### src/rtl/activation_pipe.sv
// Two-stage multi-channel activation: fixed-point field select with
// identity / ReLU / saturating ReLU, valid/ready pipeline and clip counter.
module activation_pipe #(
  parameter int IN_W  = 12,
  parameter int OUT_W = 5,
  parameter int SHIFT = 3,
  parameter int CH    = 4,
  parameter int CNT_W = 16
) (
  input  logic                  clk,
  input  logic                  rst_n,
  input  logic [1:0]            mode,
  input  logic [CH*IN_W-1:0]    in_data,
  input  logic                  in_valid,
  output logic                  in_ready,
  output logic [CH*OUT_W-1:0]   out_data,
  output logic                  out_valid,
  input  logic                  out_ready,
  input  logic                  clr_cnt,
  output logic [CNT_W-1:0]      clip_count
);

  typedef enum logic [1:0] {
    ACT_ID   = 2'd0,
    ACT_RELU = 2'd1,
    ACT_SAT  = 2'd2
  } act_e;

  typedef struct packed {
    logic [CH*IN_W-1:0] data;
    act_e               act;
  } s1_t;

  localparam logic [CNT_W-1:0] CNT_MAX = '1;
  localparam int               LO_HI   = SHIFT + OUT_W - 1;

  logic                 s1_valid_q, s1_valid_d;
  s1_t                  s1_q, s1_d;
  logic                 out_valid_q, out_valid_d;
  logic [CH*OUT_W-1:0]  out_data_q, out_data_d;
  logic [CNT_W-1:0]     cnt_q, cnt_d;

  logic                 ready2;
  logic                 load1;
  logic                 load2;
  act_e                 act_in;
  logic [CH*OUT_W-1:0]  act_data;
  logic [CH-1:0]        ch_clip;

  assign ready2   = !out_valid_q || out_ready;
  assign in_ready = !s1_valid_q || ready2;
  assign load1    = in_valid && in_ready;
  assign load2    = s1_valid_q && ready2;

  // 2'b11 folds onto ReLU
  always_comb begin
    act_in = ACT_RELU;
    unique case (1'b1)
      (mode == 2'b00): act_in = ACT_ID;
      (mode == 2'b10): act_in = ACT_SAT;
      default:         act_in = ACT_RELU;
    endcase
  end

  always_comb begin
    s1_d.data = in_data;
    s1_d.act  = act_in;
  end

  always_comb begin
    s1_valid_d = s1_valid_q;
    if (load1) begin
      s1_valid_d = 1'b1;
    end else if (load2) begin
      s1_valid_d = 1'b0;
    end
  end

  always_ff @(posedge clk or negedge rst_n) begin
    if (!rst_n) begin
      s1_valid_q <= 1'b0;
      s1_q       <= '0;
    end else begin
      s1_valid_q <= s1_valid_d;
      if (load1) begin
        s1_q <= s1_d;
      end
    end
  end

  for (genvar k = 0; k < CH; k++) begin : g_ch
    logic [IN_W-1:0]  x;
    logic             s;
    logic [OUT_W-2:0] f;
    logic             hi_nz;
    logic [OUT_W-1:0] y;
    logic             clip;

    assign x     = s1_q.data[k*IN_W +: IN_W];
    assign s     = x[IN_W-1];
    assign f     = x[SHIFT +: OUT_W-1];
    // bits above the field, sign excluded
    assign hi_nz = |(x[IN_W-2:0] >> LO_HI);

    always_comb begin
      y    = '0;
      clip = 1'b0;
      unique case (s1_q.act)
        ACT_ID: begin
          y = {s, f};
        end
        ACT_SAT: begin
          if (!s && hi_nz) begin
            y    = {1'b0, {(OUT_W-1){1'b1}}};
            clip = 1'b1;
          end else if (!s) begin
            y = {1'b0, f};
          end
        end
        default: begin
          if (!s) begin
            y = {1'b0, f};
          end
        end
      endcase
    end

    assign act_data[k*OUT_W +: OUT_W] = y;
    assign ch_clip[k]                 = clip;
  end

  always_comb begin
    out_valid_d = out_valid_q;
    out_data_d  = out_data_q;
    if (ready2) begin
      out_valid_d = s1_valid_q;
    end
    if (load2) begin
      out_data_d = act_data;
    end
  end

  always_comb begin
    cnt_d = cnt_q;
    if (clr_cnt) begin
      cnt_d = '0;
    end else if (load2 && (|ch_clip) && (cnt_q != CNT_MAX)) begin
      cnt_d = cnt_q + 1'b1;
    end
  end

  always_ff @(posedge clk or negedge rst_n) begin
    if (!rst_n) begin
      out_valid_q <= 1'b0;
      out_data_q  <= '0;
      cnt_q       <= '0;
    end else begin
      out_valid_q <= out_valid_d;
      out_data_q  <= out_data_d;
      cnt_q       <= cnt_d;
    end
  end

  assign out_valid  = out_valid_q;
  assign out_data   = out_data_q;
  assign clip_count = cnt_q;

endmodule

### config.mk
export PLATFORM = sky130hd
export DESIGN_NAME = activation_pipe
export DESIGN_NICKNAME = d
export VERILOG_FILES = /design/src/rtl/activation_pipe.sv
export SDC_FILE = /design/constraint.sdc
export NUM_CORES = 1
export LEC_CHECK = 0
export CELL_PAD_IN_SITES_DETAIL_PLACEMENT = 1
export CELL_PAD_IN_SITES_GLOBAL_PLACEMENT = 1
export CORE_MARGIN = 2
export CORE_UTILIZATION = 37
export DETAILED_ROUTE_END_ITERATION = 7
export HOLD_SLACK_MARGIN = 0.05
export PLACE_DENSITY = 0.9
export SLEW_MARGIN = 20
export SYNTH_ARGS = -nofsm -noshare
export SYNTH_HDL_FRONTEND = slang
export SYNTH_SLANG_ARGS = --single-unit
### constraint.sdc
create_clock -name clk -period 2.5 [get_ports clk]
set_input_delay 0.5 -clock clk [delete_from_list [all_inputs] [get_ports clk]]
set_output_delay 0.5 -clock clk [all_outputs]
set_load 0.05 [all_outputs]
# == Word level (Yosys, flattened, before mapping) ==
# Cells that the tools add are included.
# totals
wordCells,60
register_bits,88
input_bits,55
output_inout_bits,38
# classes
n_mux,25
n_addsub,1
n_reduce_logical,25
eq_ne,3
# op_table
op,n
$pmux W5 S2,4
$mux W16,2
$mux W4,8
$reduce_or A4 Y1,5
$add A16 B1 Y16 const B,1
$ne A16 B16 Y1 const B,1
$mux W1,10
$logic_and A1 B1 Y1,8
$logic_not A1 Y1,6
$eq A2 B2 Y1 const B,2
$logic_not A2 Y1,2
$pmux W2 S2,1
$reduce_bool A2 Y1,2
$logic_or A1 B1 Y1,2

# == Depth between registers and ports, before layout ==
# logic_depth
ltp_word,9
depth_mapped,8
depth_no_buf,6

# == Least setup slack after synthesis ==
# OpenSTA, ideal clock, no wires.
# synth_timing
kind,register -> register
startpoint,"register out_valid_q, in the netlist out_valid"
endpoint,register s1_q (netlist bit g_ch[2].f[0])
n_path_buf,2
stages_incl_launch_ff,6
synth_period_minus_slack_ps,2618
path_slack_ps,-118
t_arrival_ps,2493
setup_ps,125
cell_sequence,dfrtp_1 > nand3b_1 > nand2_1 > clkbuf_1 > buf_1 > mux2_2
# synth_via
elab_chain_cells,4
# synth_lines
element,line,rtl
start: declaration,39,"logic out_valid_q, out_valid_d;"
start signal: assignment,158,out_valid_q <= out_valid_d;
$logic_not A1 Y1,50,assign ready2 = !out_valid_q || out_ready;
$logic_or A1 B1 Y1,50,
$logic_or A1 B1 Y1,51,assign in_ready = !s1_valid_q || ready2;
net in_ready,15,"output logic in_ready,"
$logic_and A1 B1 Y1,52,assign load1 = in_valid && in_ready;
end signal: assignment,82,s1_q <= '0;
end signal: assignment,86,s1_q <= s1_d;
end: declaration,38,"s1_t s1_q, s1_d;"
# The timed path passes the listed nets, and every way through them passes these cells.
# A chain may end at the register's enable or synchronous reset.

# == Worst setup path in the final report ==
# layout_timing
startpoint,"register cnt_q[0], in the netlist clip_count[0]"
endpoint,"register cnt_q[8], in the netlist clip_count[8]"
# layout_via
elab_chain_cells,3
word_cells_on_any_way,6
classes_between,add/sub: 1; eq/ne: 1; mux: 2; reduce/logical: 2
# layout_lines
element,line,rtl
start: declaration,41,"logic [CNT_W-1:0] cnt_q, cnt_d;"
start signal: assignment,160,cnt_q <= cnt_d;
$add A16 B1 Y16 / $ne A16 B16 Y1 (equally long branches),"148, 147",
$mux W16 / $logic_and A1 B1 Y1 (equally long branches),147,end else if (load2 && (|ch_clip) && (cnt_q != CNT_MAX)) begin
$mux W16 / $reduce_bool A2 Y1 (equally long branches),n/a,
# Parallel ways exist; a longest one is shown, timed or not. The select of a mux whose other input is x is not followed.

==> results by group <==
Synth
  – Sequential-to-total area share from yosys stat: 57.5%
  – Syn avg cell area: 11.3 um2
  – Post-synth cell types: 36
  – Synth area leader: dfrtp_1
  – YS warnings: 0
  – Synthesized instance count: 294
  – Net count after synthesis: 350
  – Netlist Area Pre-Place: 3310 um2
  – Largest cells by area after synthesis: dfrtp_1 (57%), mux2_2 (14%), o21ai_0 (8.0%), nand2_1 (3.4%), a21oi_1 (2.0%)
  – Synth Register Bits: 76
  – Synth top area share: 57.5%

Critical path
  – Crit end category: register
  – R2R cell count: 6
  – Crit. Startpoint: clip_count[0]
  – R2R Path Start: clip_count[0]
  – Crit path DAT: 2.46 ns
  – Worst r2r dst: clip_count[8]
  – CP Launch Type: register
  – Required @ worst endpoint: 2.74 ns
  – Flop2flop setup slack: 0.28 ns
  – WS Path Type: register to register
  – Critical path endpoint: clip_count[8]
  – Crit Path Max Fanout: 13

Floorplan
  – Top Ports: 93
  – Die width: 98.6 um
  – Starting Density: 38.1%
  – CORE AREA: 8680 um2
  – Die ar.: 9710 um2
  – Chip height: 98.6 um
  – FP Rows: 34

Clock network
  – Skew-Pair Late Insertion Delay: 0.36 ns
  – CTS tree: done
  – Worst-path clk slew: 0.09 ns
  – PostCTS Resize Cnt: 0
  – Setup repair bufs after CTS: 0
  – Maximum buffer depth of the clock tree: 2
  – Clk sinks: 76
  – Clock H-tree levels: 3
  – Num CTS Buffers: 9
  – CTS Hold Bufs: 0
  – CTS root buf: clkbuf_8

Global routing
  – Largest net degree at the start of global routing: 77
  – Global Route Usage Sum: 18.9%
  – First-pass GRT wire length: 14600 um
  – Met1 Usage GRT: 23.3%
  – Antenna violations before repair: 0
  – Gr ovfl total: 0
  – Met2 track demand over resource: 33.3%
  – Vias in the first global route: 2965
  – Met3 GRT Util: 3.40%
  – Most Crowded Layer GR: met2

Power and ir drop
  – Sw Share: 32.5%
  – Worst vdd ir: 0.397 mV
  – Power Dens Cells: 758 nW/um2
  – Int Power: 2.31 mW
  – Comb pwr share: 24.2%
  – Leakage: 1.78 nW
  – Sw Pwr: 1.11 mW
  – Total power: 3.41 mW
  – Clock share of power: 31.6%
  – Sequential fraction of design power: 44.2%

Timing
  – Fin. max-slew vios: 0
  – Clock skew: 0.0158 ns
  – FMAX: 450 MHz
  – Max-slew headroom: 60.9%
  – Slew @ Worst Pin: 0.585 ns
  – Min Tclk post-route: 2.22 ns
  – Final setup fails: 0
  – Tcrit/Tclk final: 88.9%
  – RSZ-0062 raised after global routing: no
  – Final hold vios: 0

Place
  – GP Congestion: 0.811
  – HPWL Detailed: 6360 um
  – IO Port Bufs: 80

Status
  – Status: finished, final reports clean

Route
  – Initial drt markers: 141
  – Vias/cell: 5.36
  – ANT nets after route: 0
  – WL final: 8690 um
  – First drt pass iteration count: 4
  – Routed WL per cell: 17.7 um
  – Via Count: 2631
  – DRC viols: 0

Cells and area
  – # diodes: 0
  – Finished Core Util: 51.9%
  – Nets: 434
  – Share of layout cells above drive strength 1: 19.1%
  – Area delta synth->final: 36.1%

Flow run
  – Max-cap violations: 0

Worst hold path
  – Hold Path Class: primary input to asynchronous set/reset pin
[cell families (layout without fill, tap and decap cells)]
| kind of cell | Yosys count | after routing | share of synthesized area [%] |
|---|---|---|---|
| buf+inv | 15 | 104 | 2.38 |
| simple gates | 86 | 86 | 13.8 |
| fa+ha+maj | 1 | 1 | 0.378 |
| compound gates | 76 | 76 | 12.3 |
| flops | 76 | 76 | 57.5 |
| mux | 40 | 40 | 13.6 |
[power groups by stage]
stage	combinational, mW	sequential (mW)	clock, mW
4_1_cts	0.837	1.51	1.10
6_report	0.826	1.51	1.08
3_3_place_gp	0.800	1.51	0
5_1_grt	0.881	1.54	1.16
3_5_place_dp	0.833	1.53	0
2_1_floorplan	0.228	1.77	0
[metrics by stage]
stage / instance area [um2] / hold slack, ns / instances / setup TNS [ns] / worst slack, ns
global route: 4500 / 0.178 / 491 / 0 / 0.163
finish: 4500 / 0.139 / 491 / 0 / 0.276
global placement: 4270 / 0.463 / 475 / 0 / 0.0837
floorplan: 3310 / 0.204 / 294 / 0 / 0.0638
detailed placement: 4270 / 0.471 / 475 / -0.0165 / -0.0165
CTS: 4500 / 0.172 / 491 / 0 / 0.279
[Yosys cell counts (all sizes together)]
library cell  number
and3               1
o21ai             53
nand2             30
or3b               1
dlygate4sd1        1
ha                 1
nand3              6
nor4               7
a21oi             13
nand2b             4
o31ai              3
nand4b             1
o211ai             1
nor3               6
o22ai              2
dfrtp             76
o41ai              1
or3                8
nand4              4
nand3b             1
clkbuf            10
nor2b              3
o2111ai            2
or4                5
or2                1
buf                4
mux2              40
o21bai             1
nor2               8
[worst max-delay path, stage by stage, from the launching register on]
cell and delay (ns):
dfrtp_1 0.44, ha_1 0.19, nand3_1 0.17, or4_4 0.61, nor2_4 0.31, nor3_1 0.11, mux2_2 0.28
[sequential cells by signal, summed over array words and instances (netlist names)]
| name | cells |
|---|---|
| g_ch.s | 4 |
| g_ch.f | 16 |
| clip_count | 16 |
| out_data | 20 |
| s1_valid_q | 1 |
| g_ch.x | 16 |
| out_valid | 1 |
| s1_q | 2 |
[layer usage]
metal  wire length, um  part of all wire (%)
met1              3610                    42
met2              4610                    53
met3               305                   3.5
met4               172                   2.0
met5                 0                     0
[how the worst min path moves through the flow]
stage / startpoint / endpoint / slack, ns / cells after the start
2_1_floorplan: rst_n / clip_count[0] / 0.20 / 0
3_3_place_gp: out_data[8] / out_data[8] / 0.46 / 2
3_5_place_dp: out_data[6] / out_data[6] / 0.47 / 2
4_1_cts: rst_n / clip_count[5] / 0.17 / 2
5_1_grt: rst_n / clip_count[4] / 0.18 / 2
6_report: rst_n / clip_count[10] / 0.14 / 2
[cell usage in the layout, fill, tap and decap left out, drive strengths merged, types with 4 or more instances in the layout]
cell           instances
clkdlybuf4s50         78
dfrtp                 76
o21ai                 53
mux2                  40
nand2                 30
a21oi                 13
buf                   10
clkbuf                 9
or3                    8
nor2                   8
nor4                   7
nor3                   6
nand3                  6
or4                    5
nand2b                 4
nand4                  4
[layout make-up]
class / count / area [um2]
clock buffers: 9 / 124
well taps: 108 / 135
fillers: 970 / 4180
multi-input cells: 203 / 1330
repair buffers: 88 / 906
clock inverters: 7 / 106
flip-flops and latches: 76 / 1900
Power figures use the tool's default switching activity.
==> RTL edit (config.mk and constraints unchanged) <==
Add an input register stage for `mode`, without a reset; this delays it by one clock. The other inputs are not delayed to match.
--- a/src/rtl/activation_pipe.sv
+++ b/src/rtl/activation_pipe.sv
@@ -34,6 +34,12 @@
   localparam logic [CNT_W-1:0] CNT_MAX = '1;
   localparam int               LO_HI   = SHIFT + OUT_W - 1;
 
+  logic [1:0] mode_q;
+
+  always_ff @(posedge clk) begin
+    mode_q <= mode;
+  end
+
   logic                 s1_valid_q, s1_valid_d;
   s1_t                  s1_q, s1_d;
   logic                 out_valid_q, out_valid_d;
@@ -56,8 +62,8 @@
   always_comb begin
     act_in = ACT_RELU;
     unique case (1'b1)
-      (mode == 2'b00): act_in = ACT_ID;
-      (mode == 2'b10): act_in = ACT_SAT;
+      (mode_q == 2'b00): act_in = ACT_ID;
+      (mode_q == 2'b10): act_in = ACT_SAT;
       default:         act_in = ACT_RELU;
     endcase
   end
Function: changed (Yosys sat finds a counterexample within 4 cycles, from zero or initial values and one cycle with rst_n low).
==> RTL edit against the original RTL <==
- power shrank 5.3%
- sequential share of layout area grew 1.1 points
- die area grew 1.2%
- hold slack gained 0.15 ns
- setup slack gained 0.016 ns
- cell count grew 1.2%
- final area shrank 0.64%
- highest routed layer unchanged
- fmax grew 0.74%
- critical endpoint is now clip_count[5]
- sequential cell count grew 2
- largest power group unchanged
- critical path depth shrank 1
- wire length shrank 3.7%
- synthesized area grew 1.3%
- synthesized cell count grew 0.34%
==> RTL edit: results (changes against the original RTL) <==
{
  "synth.net_count": {"value": 351, "change": "+0.29%"},
  "crit_path_max_fanout": {"value": 23, "change": "+10"},
  "async_reset_ff_frac": {"value": 0.974, "change": "-0.0256"},
  "placed_cell_area": {"value": 4300, "unit": "µm²", "change": "+0.56%"},
  "post_drt_wl_per_cell": {"value": 16.8, "unit": "µm", "change": "-4.9%"},
  "yosys.cell_types.count": {"value": 38, "change": "+5.6%"},
  "synth-compound-area-share": {"value": 0.128, "change": "+0.00516"},
  "number_of_nets_at_the_end_of_the_flow": {"value": 440, "change": "+1.4%"},
  "final_layout_size_suffix_gt1_frac": {"value": 0.177, "change": "-0.0132"},
  "synthAdderAreaFrac": {"value": 0.00373, "change": "-0.0000480"},
  "p_leak": {"value": 1.81, "unit": "nW", "change": "+1.9%"},
  "placer_congestion_estimate": {"value": 0.825, "change": "+1.7%"},
  "hpwl_after_dpl": {"value": 6220, "unit": "µm", "change": "-2.1%"},
  "number_of_vias_after_detailed_routing": {"value": 2646, "change": "+0.57%"},
  "grt_start_max_net_pins": {"value": 77, "change": "unchanged"},
  "timing_worst_slew_pin_value": {"value": 0.957, "unit": "ns", "change": "+0.372 ns"},
  "antenna_diode_count": {"value": 0, "change": "unchanged"},
  "synth_commonest_cells": {"value": "76 x sky130_fd_sc_hd__dfrtp_1, 37 x sky130_fd_sc_hd__mux2_2, 36 x sky130_fd_sc_hd__nand2_1, 36 x sky130_fd_sc_hd__o21ai_0, 15 x sky130_fd_sc_hd__a21oi_1"},
  "portion_of_the_post_synthesis_area_used_by_sequential_elements": {"value": 0.580, "change": "+0.00465"},
  "dp_worst_setup_slack": {"value": -0.0182, "unit": "ns", "change": "-0.00169 ns"},
  "grt_first_pass_wirelength": {"value": 14000, "unit": "µm", "change": "-4.1%"},
  "grt_usage": {"value": 0.182, "change": "-0.00776"},
  "worst_clock_skew": {"value": 0.0112, "unit": "ns", "change": "-0.00461 ns"},
  "first_global_vias": {"value": 2814, "change": "-5.1%"},
  "run_status": {"value": "completed"},
  "ys_top_cells_by_area": {"value": "sky130_fd_sc_hd__dfrtp_1 57%, sky130_fd_sc_hd__mux2_2 12%, sky130_fd_sc_hd__o21ai_0 5.4%"},
  "post_synth_mux_area_share": {"value": 0.128, "change": "-0.00845"},
  "ant_nets": {"value": 0, "change": "unchanged"},
  "count_of_port_buffers_added_during_placement": {"value": 80, "change": "unchanged"}
}
==> RTL edit: per-layer routing <==
metal / GRT usage / part of all wire / up-vias
li1: - / - / 1249
met1: 0.218 / 0.41 / 1332
met2: 0.319 / 0.54 / 51
met3: 0.0379 / 0.038 / 14
met4: 0.0717 / 0.016 / 0
met5: 0 / 0 / -
==> RTL edit: worst max-delay path, stage by stage (launching register included) <==
cell and delay, ns:
sky130_fd_sc_hd__dfrtp_1 0.39, sky130_fd_sc_hd__nor4_2 0.49, sky130_fd_sc_hd__o22ai_1 0.23, sky130_fd_sc_hd__o21ai_4 0.48, sky130_fd_sc_hd__nor4_1 0.17, sky130_fd_sc_hd__mux2_1 0.33
==> RTL edit: power by group <==
group	internal (mW)	switching, mW	leakage (nW)	total (mW)
Sequential	1.43	0.112	0.963	1.54
Clock	0.385	0.448	0.0824	0.833
Combinational	0.339	0.516	0.766	0.855
==> RTL edit: path summary, 6_finish.rpt <==
| path | startpoint | to | slack, ns | cells past startpoint |
|---|---|---|---|---|
| setup / recovery | g_ch[1].x[8] | clip_count[5] | 0.29 | 5 |
| hold / removal | rst_n | clip_count[4] | 0.29 | 1 |
| setup reg to reg | g_ch[1].x[8] | clip_count[5] | 0.29 | 5 |
| hold reg to reg | out_data[6] | out_data[6] | 0.49 | 2 |
| max in group asynchronous | rst_n | g_ch[1].f[3] | 1.59 | 1 |
| min in group clk | out_data[6] | out_data[6] | 0.49 | 2 |
==> RTL edit: cell type report <==
class	instances	area, µm²
flip-flops and latches	78	1940
multi-input cells	201	1330
clock buffers	12	145
clock inverters	4	25.0
well taps	108	135
repair buffers	92	886
fillers	970	4290
inverters	2	7.51
==> RTL edit: kinds of logic (layout without fill, tap and decap cells) <==
logic type      count (synthesis)  after routing
flops                          78             78
fa+ha+maj                       1              1
mux                            38             38
compound gates                 76             76
simple gates                   86             86
buf+inv                        16            110
==> RTL edit: timing repair <==
action / in CTS / in global routing
resized for setup: 0 / 1
endpoints found under the setup margin: 0 / 6
setup buffers: 0 / 0
==> RTL edit: through the flow <==
step | TNS, ns | hold slack [ns] | std cells
after floorplan | 0 | 0.204 | 295
after global placement | 0 | 0.444 | 481
after detailed placement | -0.0182 | 0.454 | 481
after CTS | 0 | 0.316 | 497
after global routing | 0 | 0.357 | 497
final | 0 | 0.291 | 497
